**src/rtl/alu_muldiv_pkg.sv**
```systemverilog
// Shared definitions for the alu_muldiv execute unit: op codes, FSM states
// and op-class helpers.
package alu_muldiv_pkg;

  typedef enum logic [4:0] {
    OP_ADD    = 5'b00000,
    OP_SUB    = 5'b00001,
    OP_AND    = 5'b00010,
    OP_OR     = 5'b00011,
    OP_XOR    = 5'b00100,
    OP_SLL    = 5'b00101,
    OP_SRL    = 5'b00110,
    OP_SRA    = 5'b00111,
    OP_SLTU   = 5'b01000,
    OP_SLT    = 5'b01001,
    OP_EQ     = 5'b01010,
    OP_LT     = 5'b01011,
    OP_LTU    = 5'b01100,
    OP_GE     = 5'b01101,
    OP_GEU    = 5'b01110,
    OP_PASSB  = 5'b01111,
    OP_MUL    = 5'b10000,
    OP_MULH   = 5'b10001,
    OP_MULHSU = 5'b10010,
    OP_MULHU  = 5'b10011,
    OP_DIV    = 5'b10100,
    OP_DIVU   = 5'b10101,
    OP_REM    = 5'b10110,
    OP_REMU   = 5'b10111
  } op_e;

  typedef enum logic {
    ST_IDLE = 1'b0,
    ST_BUSY = 1'b1
  } state_e;

  function automatic logic is_mul(input logic [4:0] op);
    return op[4:2] == 3'b100;
  endfunction

  function automatic logic is_div(input logic [4:0] op);
    return op[4:2] == 3'b101;
  endfunction

endpackage

```
**src/rtl/div_iter.sv**
```systemverilog
// Restoring radix-2 divider core on unsigned magnitudes; one quotient bit per
// cycle. quo_o/rem_o present the post-step values so the caller can register
// them in the cycle done_o is high.
module div_iter #(
  parameter int XLEN = 32
) (
  input  logic            clk_i,
  input  logic            reset_i,
  input  logic            start_i,
  input  logic [XLEN-1:0] a_mag_i,
  input  logic [XLEN-1:0] b_mag_i,
  output logic            done_o,
  output logic [XLEN-1:0] quo_o,
  output logic [XLEN-1:0] rem_o
);
  localparam int CW = $clog2(XLEN);

  logic            busy_q;
  logic [CW-1:0]   cnt_q;
  logic [XLEN-1:0] quo_q, rem_q, div_q;
  logic [XLEN-1:0] quo_d, rem_d;
  logic [XLEN:0]   rem_sh_s, diff_s;

  // Trial subtraction; the dividend shifts out of quo_q as quotient bits shift in.
  always_comb begin
    rem_sh_s = {rem_q, quo_q[XLEN-1]};
    diff_s   = rem_sh_s - {1'b0, div_q};
    if (diff_s[XLEN]) begin
      rem_d = rem_sh_s[XLEN-1:0];
      quo_d = {quo_q[XLEN-2:0], 1'b0};
    end else begin
      rem_d = diff_s[XLEN-1:0];
      quo_d = {quo_q[XLEN-2:0], 1'b1};
    end
  end

  assign done_o = busy_q && (cnt_q == CW'(XLEN-1));
  assign quo_o  = quo_d;
  assign rem_o  = rem_d;

  always_ff @(posedge clk_i) begin
    if (reset_i) begin
      busy_q <= 1'b0;
      cnt_q  <= {CW{1'b0}};
      quo_q  <= {XLEN{1'b0}};
      rem_q  <= {XLEN{1'b0}};
      div_q  <= {XLEN{1'b0}};
    end else if (start_i) begin
      busy_q <= 1'b1;
      cnt_q  <= {CW{1'b0}};
      quo_q  <= a_mag_i;
      rem_q  <= {XLEN{1'b0}};
      div_q  <= b_mag_i;
    end else if (busy_q) begin
      quo_q  <= quo_d;
      rem_q  <= rem_d;
      cnt_q  <= cnt_q + CW'(1);
      busy_q <= !done_o;
    end else begin
      busy_q <= 1'b0;
    end
  end

endmodule

```
**src/rtl/alu_muldiv.sv**
```systemverilog
// RV integer ALU plus RV-M multiply/divide execute unit with valid/ready
// handshakes; ALU/MUL complete in one cycle, DIV/REM iterate XLEN cycles.
module alu_muldiv
  import alu_muldiv_pkg::*;
#(
  parameter int XLEN   = 32,
  parameter int SHW    = $clog2(XLEN),
  parameter bit DIV_EN = 1'b1
) (
  input  logic            clk_i,
  input  logic            reset_i,
  input  logic            in_valid_i,
  output logic            in_ready_o,
  input  logic [4:0]      op_i,
  input  logic [XLEN-1:0] a_i,
  input  logic [XLEN-1:0] b_i,
  output logic            out_valid_o,
  input  logic            out_ready_i,
  output logic [XLEN-1:0] result_o,
  output logic            zero_o,
  output logic            illegal_o
);
  state_e            state_q;
  logic              out_valid_q, zero_q, illegal_q;
  logic [XLEN-1:0]   result_q;
  logic              quo_neg_q, rem_neg_q, rem_sel_q;

  logic              accept_s, div_op_s, div_sgn_s, a_neg_s, b_neg_s;
  logic              a_sgn_s, b_sgn_s, div_done_s;
  logic [XLEN-1:0]   a_mag_s, b_mag_s, quo_s, rem_s;
  logic [XLEN-1:0]   alu_res_d, div_res_d;
  logic              alu_ill_d;
  logic [2*XLEN-1:0] ma_s, mb_s, prod_s;
  logic [SHW-1:0]    shamt_s;

  assign in_ready_o = !reset_i && (state_q == ST_IDLE) && (!out_valid_q || out_ready_i);
  assign accept_s   = in_valid_i && in_ready_o;
  assign div_op_s   = DIV_EN && is_div(op_i);
  assign div_sgn_s  = div_op_s && !op_i[0];
  assign a_neg_s    = div_sgn_s && a_i[XLEN-1];
  assign b_neg_s    = div_sgn_s && b_i[XLEN-1];
  assign a_mag_s    = a_neg_s ? -a_i : a_i;
  assign b_mag_s    = b_neg_s ? -b_i : b_i;
  assign shamt_s    = b_i[SHW-1:0];

  // Extending both operands to 2*XLEN makes the wrapped product's upper half exact.
  assign a_sgn_s = is_mul(op_i) && (op_i != OP_MULHU);
  assign b_sgn_s = (op_i == OP_MUL) || (op_i == OP_MULH);
  assign ma_s    = {{XLEN{a_i[XLEN-1] & a_sgn_s}}, a_i};
  assign mb_s    = {{XLEN{b_i[XLEN-1] & b_sgn_s}}, b_i};
  assign prod_s  = ma_s * mb_s;

  div_iter #(.XLEN(XLEN)) u_div (
    .clk_i   (clk_i),
    .reset_i (reset_i),
    .start_i (accept_s && div_op_s),
    .a_mag_i (a_mag_s),
    .b_mag_i (b_mag_s),
    .done_o  (div_done_s),
    .quo_o   (quo_s),
    .rem_o   (rem_s)
  );

  always_comb begin
    if (rem_sel_q) begin
      div_res_d = rem_neg_q ? -rem_s : rem_s;
    end else begin
      div_res_d = quo_neg_q ? -quo_s : quo_s;
    end
  end

  always_comb begin
    alu_res_d = {XLEN{1'b0}};
    alu_ill_d = 1'b0;
    case (op_i)
      OP_ADD:    alu_res_d = a_i + b_i;
      OP_SUB:    alu_res_d = a_i - b_i;
      OP_AND:    alu_res_d = a_i & b_i;
      OP_OR:     alu_res_d = a_i | b_i;
      OP_XOR:    alu_res_d = a_i ^ b_i;
      OP_SLL:    alu_res_d = a_i << shamt_s;
      OP_SRL:    alu_res_d = a_i >> shamt_s;
      OP_SRA:    alu_res_d = $signed(a_i) >>> shamt_s;
      OP_SLTU,
      OP_LTU:    alu_res_d = {{(XLEN-1){1'b0}}, (a_i < b_i)};
      OP_SLT,
      OP_LT:     alu_res_d = {{(XLEN-1){1'b0}}, ($signed(a_i) < $signed(b_i))};
      OP_EQ:     alu_res_d = {{(XLEN-1){1'b0}}, (a_i == b_i)};
      OP_GE:     alu_res_d = {{(XLEN-1){1'b0}}, ($signed(a_i) >= $signed(b_i))};
      OP_GEU:    alu_res_d = {{(XLEN-1){1'b0}}, (a_i >= b_i)};
      OP_PASSB:  alu_res_d = b_i;
      OP_MUL:    alu_res_d = prod_s[XLEN-1:0];
      OP_MULH,
      OP_MULHSU,
      OP_MULHU:  alu_res_d = prod_s[2*XLEN-1:XLEN];
      default:   alu_ill_d = 1'b1;
    endcase
  end

  // Control FSM and output register; accepting a divide always empties the
  // output slot since acceptance implies it was empty or being consumed.
  always_ff @(posedge clk_i) begin
    if (reset_i) begin
      state_q     <= ST_IDLE;
      out_valid_q <= 1'b0;
      result_q    <= {XLEN{1'b0}};
      zero_q      <= 1'b1;
      illegal_q   <= 1'b0;
      quo_neg_q   <= 1'b0;
      rem_neg_q   <= 1'b0;
      rem_sel_q   <= 1'b0;
    end else begin
      case (state_q)
        ST_IDLE: begin
          if (accept_s && div_op_s) begin
            state_q     <= ST_BUSY;
            out_valid_q <= 1'b0;
            quo_neg_q   <= (a_neg_s ^ b_neg_s) && (b_i != {XLEN{1'b0}});
            rem_neg_q   <= a_neg_s;
            rem_sel_q   <= op_i[1];
          end else if (accept_s) begin
            out_valid_q <= 1'b1;
            result_q    <= alu_res_d;
            zero_q      <= (alu_res_d == {XLEN{1'b0}});
            illegal_q   <= alu_ill_d;
          end else if (out_ready_i) begin
            out_valid_q <= 1'b0;
          end
        end
        ST_BUSY: begin
          if (div_done_s) begin
            state_q     <= ST_IDLE;
            out_valid_q <= 1'b1;
            result_q    <= div_res_d;
            zero_q      <= (div_res_d == {XLEN{1'b0}});
            illegal_q   <= 1'b0;
          end else if (out_ready_i) begin
            out_valid_q <= 1'b0;
          end
        end
        default: state_q <= ST_IDLE;
      endcase
    end
  end

  assign out_valid_o = out_valid_q;
  assign result_o    = result_q;
  assign zero_o      = zero_q;
  assign illegal_o   = illegal_q;

endmodule
```
**config.mk**
```make
export PLATFORM = sky130hd
export DESIGN_NAME = alu_muldiv
export DESIGN_NICKNAME = d
export VERILOG_FILES = /design/src/rtl/alu_muldiv_pkg.sv /design/src/rtl/div_iter.sv /design/src/rtl/alu_muldiv.sv
export SDC_FILE = /design/constraint.sdc
export NUM_CORES = 2
export LEC_CHECK = 0
export CAP_MARGIN = 20
export CORE_MARGIN = 2
export CORE_UTILIZATION = 25
export CTS_BUF_LIST = sky130_fd_sc_hd__clkbuf_8 sky130_fd_sc_hd__clkbuf_16
export DETAILED_ROUTE_END_ITERATION = 6
export PLACE_DENSITY = 0.45
export SKIP_LAST_GASP = 1
export SYNTH_ARGS = -nofsm -noshare
export SYNTH_HDL_FRONTEND = slang
export SYNTH_SLANG_ARGS = --single-unit
```
**constraint.sdc**
```tcl
create_clock -name clk_i -period 21.6 [get_ports clk_i]
set_input_delay 4.32 -clock clk_i [delete_from_list [all_inputs] [get_ports clk_i]]
set_output_delay 4.32 -clock clk_i [all_outputs]
set_load 0.05 [all_outputs]
```
---- Word-level counts from Yosys, hierarchy flattened ----
Index checks and enable logic that the tools add are counted.
word-level totals
  register bits ........................... 141
  word-level logic and storage cells ...... 124
cells by class
  $add $sub $neg .......................... 8
  $mul .................................... 1
  order comparisons ....................... 4
  equal/unequal tests ..................... 27
  shift operators ......................... 3
  mux-type cells .......................... 33
  bitwise gates (word level) .............. 7
  reduce and logical (&&, ||, !) cells .... 28
operators by type and width
  cell                  number
  $pmux W32 S16         1
  $mux W32              11
  $neg A32 Y32          4
  $ge A32 B32 Y1        2
  $logic_not A32 Y1     2
  $lt A32 B32 Y1        2
  $mul A33 B33 Y64      1
  $pmux W32 S2          1
  $eq A5 B4 Y1 const B  8
  $sub A33 B32 Y33      1
  $add A32 B32 Y32      1
  $and A32 B32 Y32      1
  $eq A32 B32 Y1        1
  $or A32 B32 Y32       1
  $reduce_bool A32 Y1   1
  $shl A32 B5 Y32       1
  $shr A32 B5 Y32       1
  $sshr A32 B5 Y32      1
  $sub A32 B32 Y32      1
  $xor A32 B32 Y32      1
  $eq A5 B5 Y1 const B  5
  $eq A5 B3 Y1 const B  4
  $reduce_or A20 Y1     1
  $mux W1               16
  other kinds (20)      42

---- Logic depth before layout (Yosys ltp) ----
  depth after elaboration ................. 9
  mapped depth ............................ 40
  depth with buffers taken out ............ 33

---- Modules after synthesis ----
A second synthesis with hierarchy kept.
unflattened totals
  cells, all modules ...................... 7254
  area total of the unflattened synthesis .. 58755.1 µm²
modules (own cells, without submodules)
  module      instances  cells an instance  area an instance (µm²)  sequential area each (µm²)
  alu_muldiv  1          6438               52103.7                 780.7
  div_iter    1          816                6651.4                  2042.0

---- Worst setup path before layout ----
OpenSTA, ideal clock, no wires.
  path type ............................... input port to flip-flop
  from .................................... in op_i[0]
  to ...................................... reg result_q[30] (netlist: result_o[30])
  arrival ................................. 14.015 ns
  data required time ...................... 21.530 ns
  setup slack ............................. 7.515 ns
  cell stages on the path ................. 35
  path buffers ............................ 7
  cells stage by stage .................... clkbuf_1 > clkbuf_1 > buf_1 > buf_1 > clkbuf_1 > nand2_1 > and3_1 > clkbuf_1 > nand2_1 > inv_1 > fa_1 > fa_1 > fa_1 > inv_1 > fa_1 > fa_1 > fa_1 > fa_1 > fa_1 > inv_1 > ha_1 > clkbuf_1 > a21o_1 > a2111oi_0 > nor2_1 > a311o_1 > a21boi_0 > o31a_1 > nor2_1 > a221oi_1 > mux2i_1 > nand2_1 > o211a_1 > a211o_1 > a21oi_1
on the way
  longest elaborated chain between the ends .. 8
  elaborated cells on any way between the ends .. 33
  classes of those cells .................. 1 x mul; 20 x eq/ne; 4 x mux; 2 x bitwise; 6 x reduce/logical
ends and longest elaborated chain
  element                                                    line                                                  text
  from (decl)                                                alu_muldiv.sv:14                                      input logic [4:0] op_i,
  $ne A5 B5 Y1 or $eq A5 B5 Y1 (tied branches)               alu_muldiv.sv:47, alu_muldiv.sv:48, alu_muldiv.sv:75
  $logic_and A1 B1 Y1 or $logic_or A1 B1 Y1 (tied branches)  alu_muldiv.sv:47, alu_muldiv.sv:48
  $and A1 B1 Y1, on equally long branches                    alu_muldiv.sv:49, alu_muldiv.sv:50
  $mul A33 B33 Y64                                           alu_muldiv.sv:51                                      assign prod_s = ma_s * mb_s;
  $pmux W32 S16 (*)                                          alu_muldiv.sv:75                                      case (op_i)
  $mux W32 (*)                                               alu_muldiv.sv:121                                     end else if (accept_s) begin
  $mux W32 (*)                                               alu_muldiv.sv:115                                     if (accept_s && div_op_s) begin
  $pmux W32 S2 (*)                                           alu_muldiv.sv:113                                     case (state_q)
  to (signal assigned)                                       alu_muldiv.sv:106                                     result_q <= {XLEN{1'b0}};
  to (signal assigned)                                       alu_muldiv.sv:123                                     result_q <= alu_res_d;
  to (signal assigned)                                       alu_muldiv.sv:134                                     result_q <= div_res_d;
  to (decl)                                                  alu_muldiv.sv:25                                      logic [XLEN-1:0] result_q;
Mark *: on every way between the ends. The rest lies on a longest branch, timed or not. The select of a mux whose other input is x is not followed.
A chain may end at the register's enable or synchronous reset.

---- Worst setup path in the final report ----
  from .................................... in op_i[2]
  to ...................................... reg zero_q (netlist: zero_o)
on the way
  longest elaborated chain between the ends .. 9
  elaborated cells on any way between the ends .. 39
  classes of those cells .................. 1 x mul; 23 x eq/ne; 4 x mux; 2 x bitwise; 9 x reduce/logical
ends and longest elaborated chain
  element                                                    line                                text
  $ne A5 B5 Y1, or another cell as far along                 alu_muldiv.sv:47                    assign a_sgn_s = is_mul(op_i) && (op_i != OP_MULHU);
  $logic_and A1 B1 Y1 or $logic_or A1 B1 Y1 (tied branches)  alu_muldiv.sv:47, alu_muldiv.sv:48
  $and A1 B1 Y1, on equally long branches                    alu_muldiv.sv:49, alu_muldiv.sv:50
  $mul A33 B33 Y64                                           alu_muldiv.sv:51
  $pmux W32 S16                                              alu_muldiv.sv:75
  $logic_not A32 Y1                                          alu_muldiv.sv:124                   zero_q <= (alu_res_d == {XLEN{1'b0}});
  $mux W1                                                    alu_muldiv.sv:121
  $mux W1                                                    alu_muldiv.sv:115
  $pmux W1 S2                                                alu_muldiv.sv:113
  to (signal assigned)                                       alu_muldiv.sv:124
  to (signal assigned)                                       alu_muldiv.sv:135                   zero_q <= (div_res_d == {XLEN{1'b0}});
  to (decl)                                                  alu_muldiv.sv:24                    logic out_valid_q, zero_q, illegal_q;
Several ways; a longest one is shown, not always the timed one. The select of a mux whose other input is x is not followed.

==> results.toml <==
[cts]
clkLatencyLatePin_ps = 470
clockBufferDepth = 2
postCtsSetupBuffers = 0
cts_tree = "yes"
numCtsBuffers = 17
cts_resized = 0
path_clk_slew_ps = 80
root_buffer = "clkbuf_16"
hold_buffers = 0
cts-htree-levels = 4
clkSinkCount = 141

[timing]
skew_ps = 13.80
rsz0062_at_grt = "no"
setup_viol = 0
timing.final.crit_share = 0.7237
tightest_slew_ps = 1183
final-max-slew-violation-count = 0
slew_headroom = 0.2054
setup_tns_ps = 0
finalCriticalPeriod_ps = 15630
fmax_ghz = 0.06397
hold_viol_final = 0

[setup_path]
cp.arrival_ps = 16030
critPathCaptureType = "register"
cp_common_cell = "fa_1"
start_kind = "input port"
worstSetupPathType = "in -> reg"
crit_fanout = 31
slowest_stage = "fa_1"
critical-path-max-stage-delay_ps = 940
worstPathRequired_ps = 22000

[yosys]
ys_seq_area_frac = 0.04848
yosys.area.top_type = "fa_1"
syn_avg_cell_area_um2 = 8.147
synth-edff-count = 0
synthesis.nets = 8695
ys_ff_latch = 141
synth_flop_cell = "dfxtp_1"
async_reset_ff_frac = 0
postSynthCellCount = 7147
syn_area_um2 = 58230
netlist.area_leader.share = 0.3878
ys_top_cells_by_area = "fa_1 39%, inv_1 8.3%, ha_1 7.5%"
ys_types = 103
yosysWarnings = 0

[routing]
route.detailed.drc = 0
vias = 52389
wl_um = 279200
drt_first_pass_iters = 7
ant_nets = 0
drt-vias-per-instance = 5.214
wl_per_cell_um = 27.79
first_iter_violations = 4931

[cells_and_area]
syn_to_final_growth_pct = 8.357
final_cell_mix = "1,287 x inv_1, 1,128 x fa_1, 988 x nand2_1"
fillers = 25275
final_common_cell = "inv_1"
nets = 8535
drive_gt1_frac = 0.06129
multi_input_area_um2 = 48750
register_area_um2 = 2828

[global_route]
grt_pass1_wl_um = 402800
grt_max_degree = 63
gr-usage-met3 = 0.02842
overflow = 0
busiest_layer = "met2"
grt_usage = 0.2343
use_met2 = 0.3791
antenna_found_initial = 25
grt_pass1_vias = 54349
grt.met1_usage = 0.3038

[placed_design]
hpwl_um = 221600
io_buffer_count = 108
place_congestion = 1.044

[floorplanning]
fp.dieH_um = 486.6
ios = 109
rows = 177
start_util = 0.2509
die_area_um2 = 236800
core_area_um2 = 232100
fp.dieW_um = 486.6

[worst_hold_path]
hp-class = "reg -> reg"

[run]
drv_cap = 0

[run_status]
status = "complete, no violations"
-- logic make-up (layout without fill, tap and decap cells) --
kind of cell	after synthesis	in the layout	share of synthesized area
compound gates	1146	1146	0.1321
xor+xnor	208	208	0.03129
fa+ha+maj	1475	1475	0.4624
buf+inv	1784	1637	0.1159
flops	141	141	0.04848
mux	208	208	0.04762
other cells	0	5	0
simple gates	2185	2185	0.1622
-- worst paths after layout --
kind / endpoint / cells after the start / from / slack [ps]
setup / recovery: zero_o / 34 / op_i[2] / 5970
hold / removal: result_o[16] / 2 / result_o[16] / 450
hold reg to reg: result_o[16] / 2 / result_o[16] / 450
setup reg to reg: zero_o / 29 / u_div.quo_q[31] / 14540
-- metrics by stage --
| step | util | hold slack [ps] | instance area, um2 | instances | worst slack, ps |
|---|---|---|---|---|---|
| after floorplan | - | 436.9 | 58230 | 7147 | 7515 |
| after global placement | 0.2691 | 441.6 | 62460 | 10005 | 5816 |
| after detailed placement | 0.2693 | 445.0 | 62490 | 10009 | 5756 |
| after CTS | 0.2717 | 454.5 | 63070 | 10041 | 6204 |
| after global routing | 0.2718 | 463.0 | 63080 | 10044 | 5723 |
| final | 0.2718 | 448.7 | 63090 | 10048 | 5969 |
-- sequential cells by signal, summed over array words and instances (netlist names) --
signal / flops
rem_sel_q: 1
state_q: 1
u_div.busy_q: 1
rem_neg_q: 1
u_div.rem_q: 32
result_o: 32
out_valid_o: 1
zero_o: 1
quo_neg_q: 1
u_div.div_q: 32
u_div.quo_q: 32
u_div.cnt_q: 5
illegal_o: 1
-- cell type report --
class | count | area share
Multi-Input combinational cell | 5222 | 0.7727
Inverter | 1311 | 0.07800
Tap cell | 3043 | 0.06035
Sequential cell | 141 | 0.04482
Timing Repair Buffer | 294 | 0.03480
Clock buffer | 17 | 0.006743
Clock inverter | 15 | 0.002360
Antenna cell | 5 | 0.0001983
-- per-layer routing --
| layer | share of wire | routed length (um) |
|---|---|---|
| met1 | 0.42 | 116900 |
| met2 | 0.46 | 127200 |
| met3 | 0.059 | 16560 |
| met4 | 0.066 | 18500 |
| met5 | 0.00025 | 69 |
-- synthesized netlist by cell type (all sizes together), types with 103 or more instances --
master  instances
fa           1128
a21oi         286
mux2i         124
dfxtp         141
inv          1294
o21ai         221
nand2         989
nor2          686
a211oi        103
xnor2         156
buf           119
ha            347
clkbuf        354
-- worst max-delay path: cells and delay by family --
family | cells | cell delay [ps]
buffers and inverters | 10 | 2480
AO/OA/AOI/OAI | 10 | 2990
AND/OR/NAND/NOR | 5 | 1380
adder cells (fa/ha/maj) | 9 | 4810
Power is not shown: default switching activity piles up to over one toggle a cycle in this logic, so the estimate is an artifact.
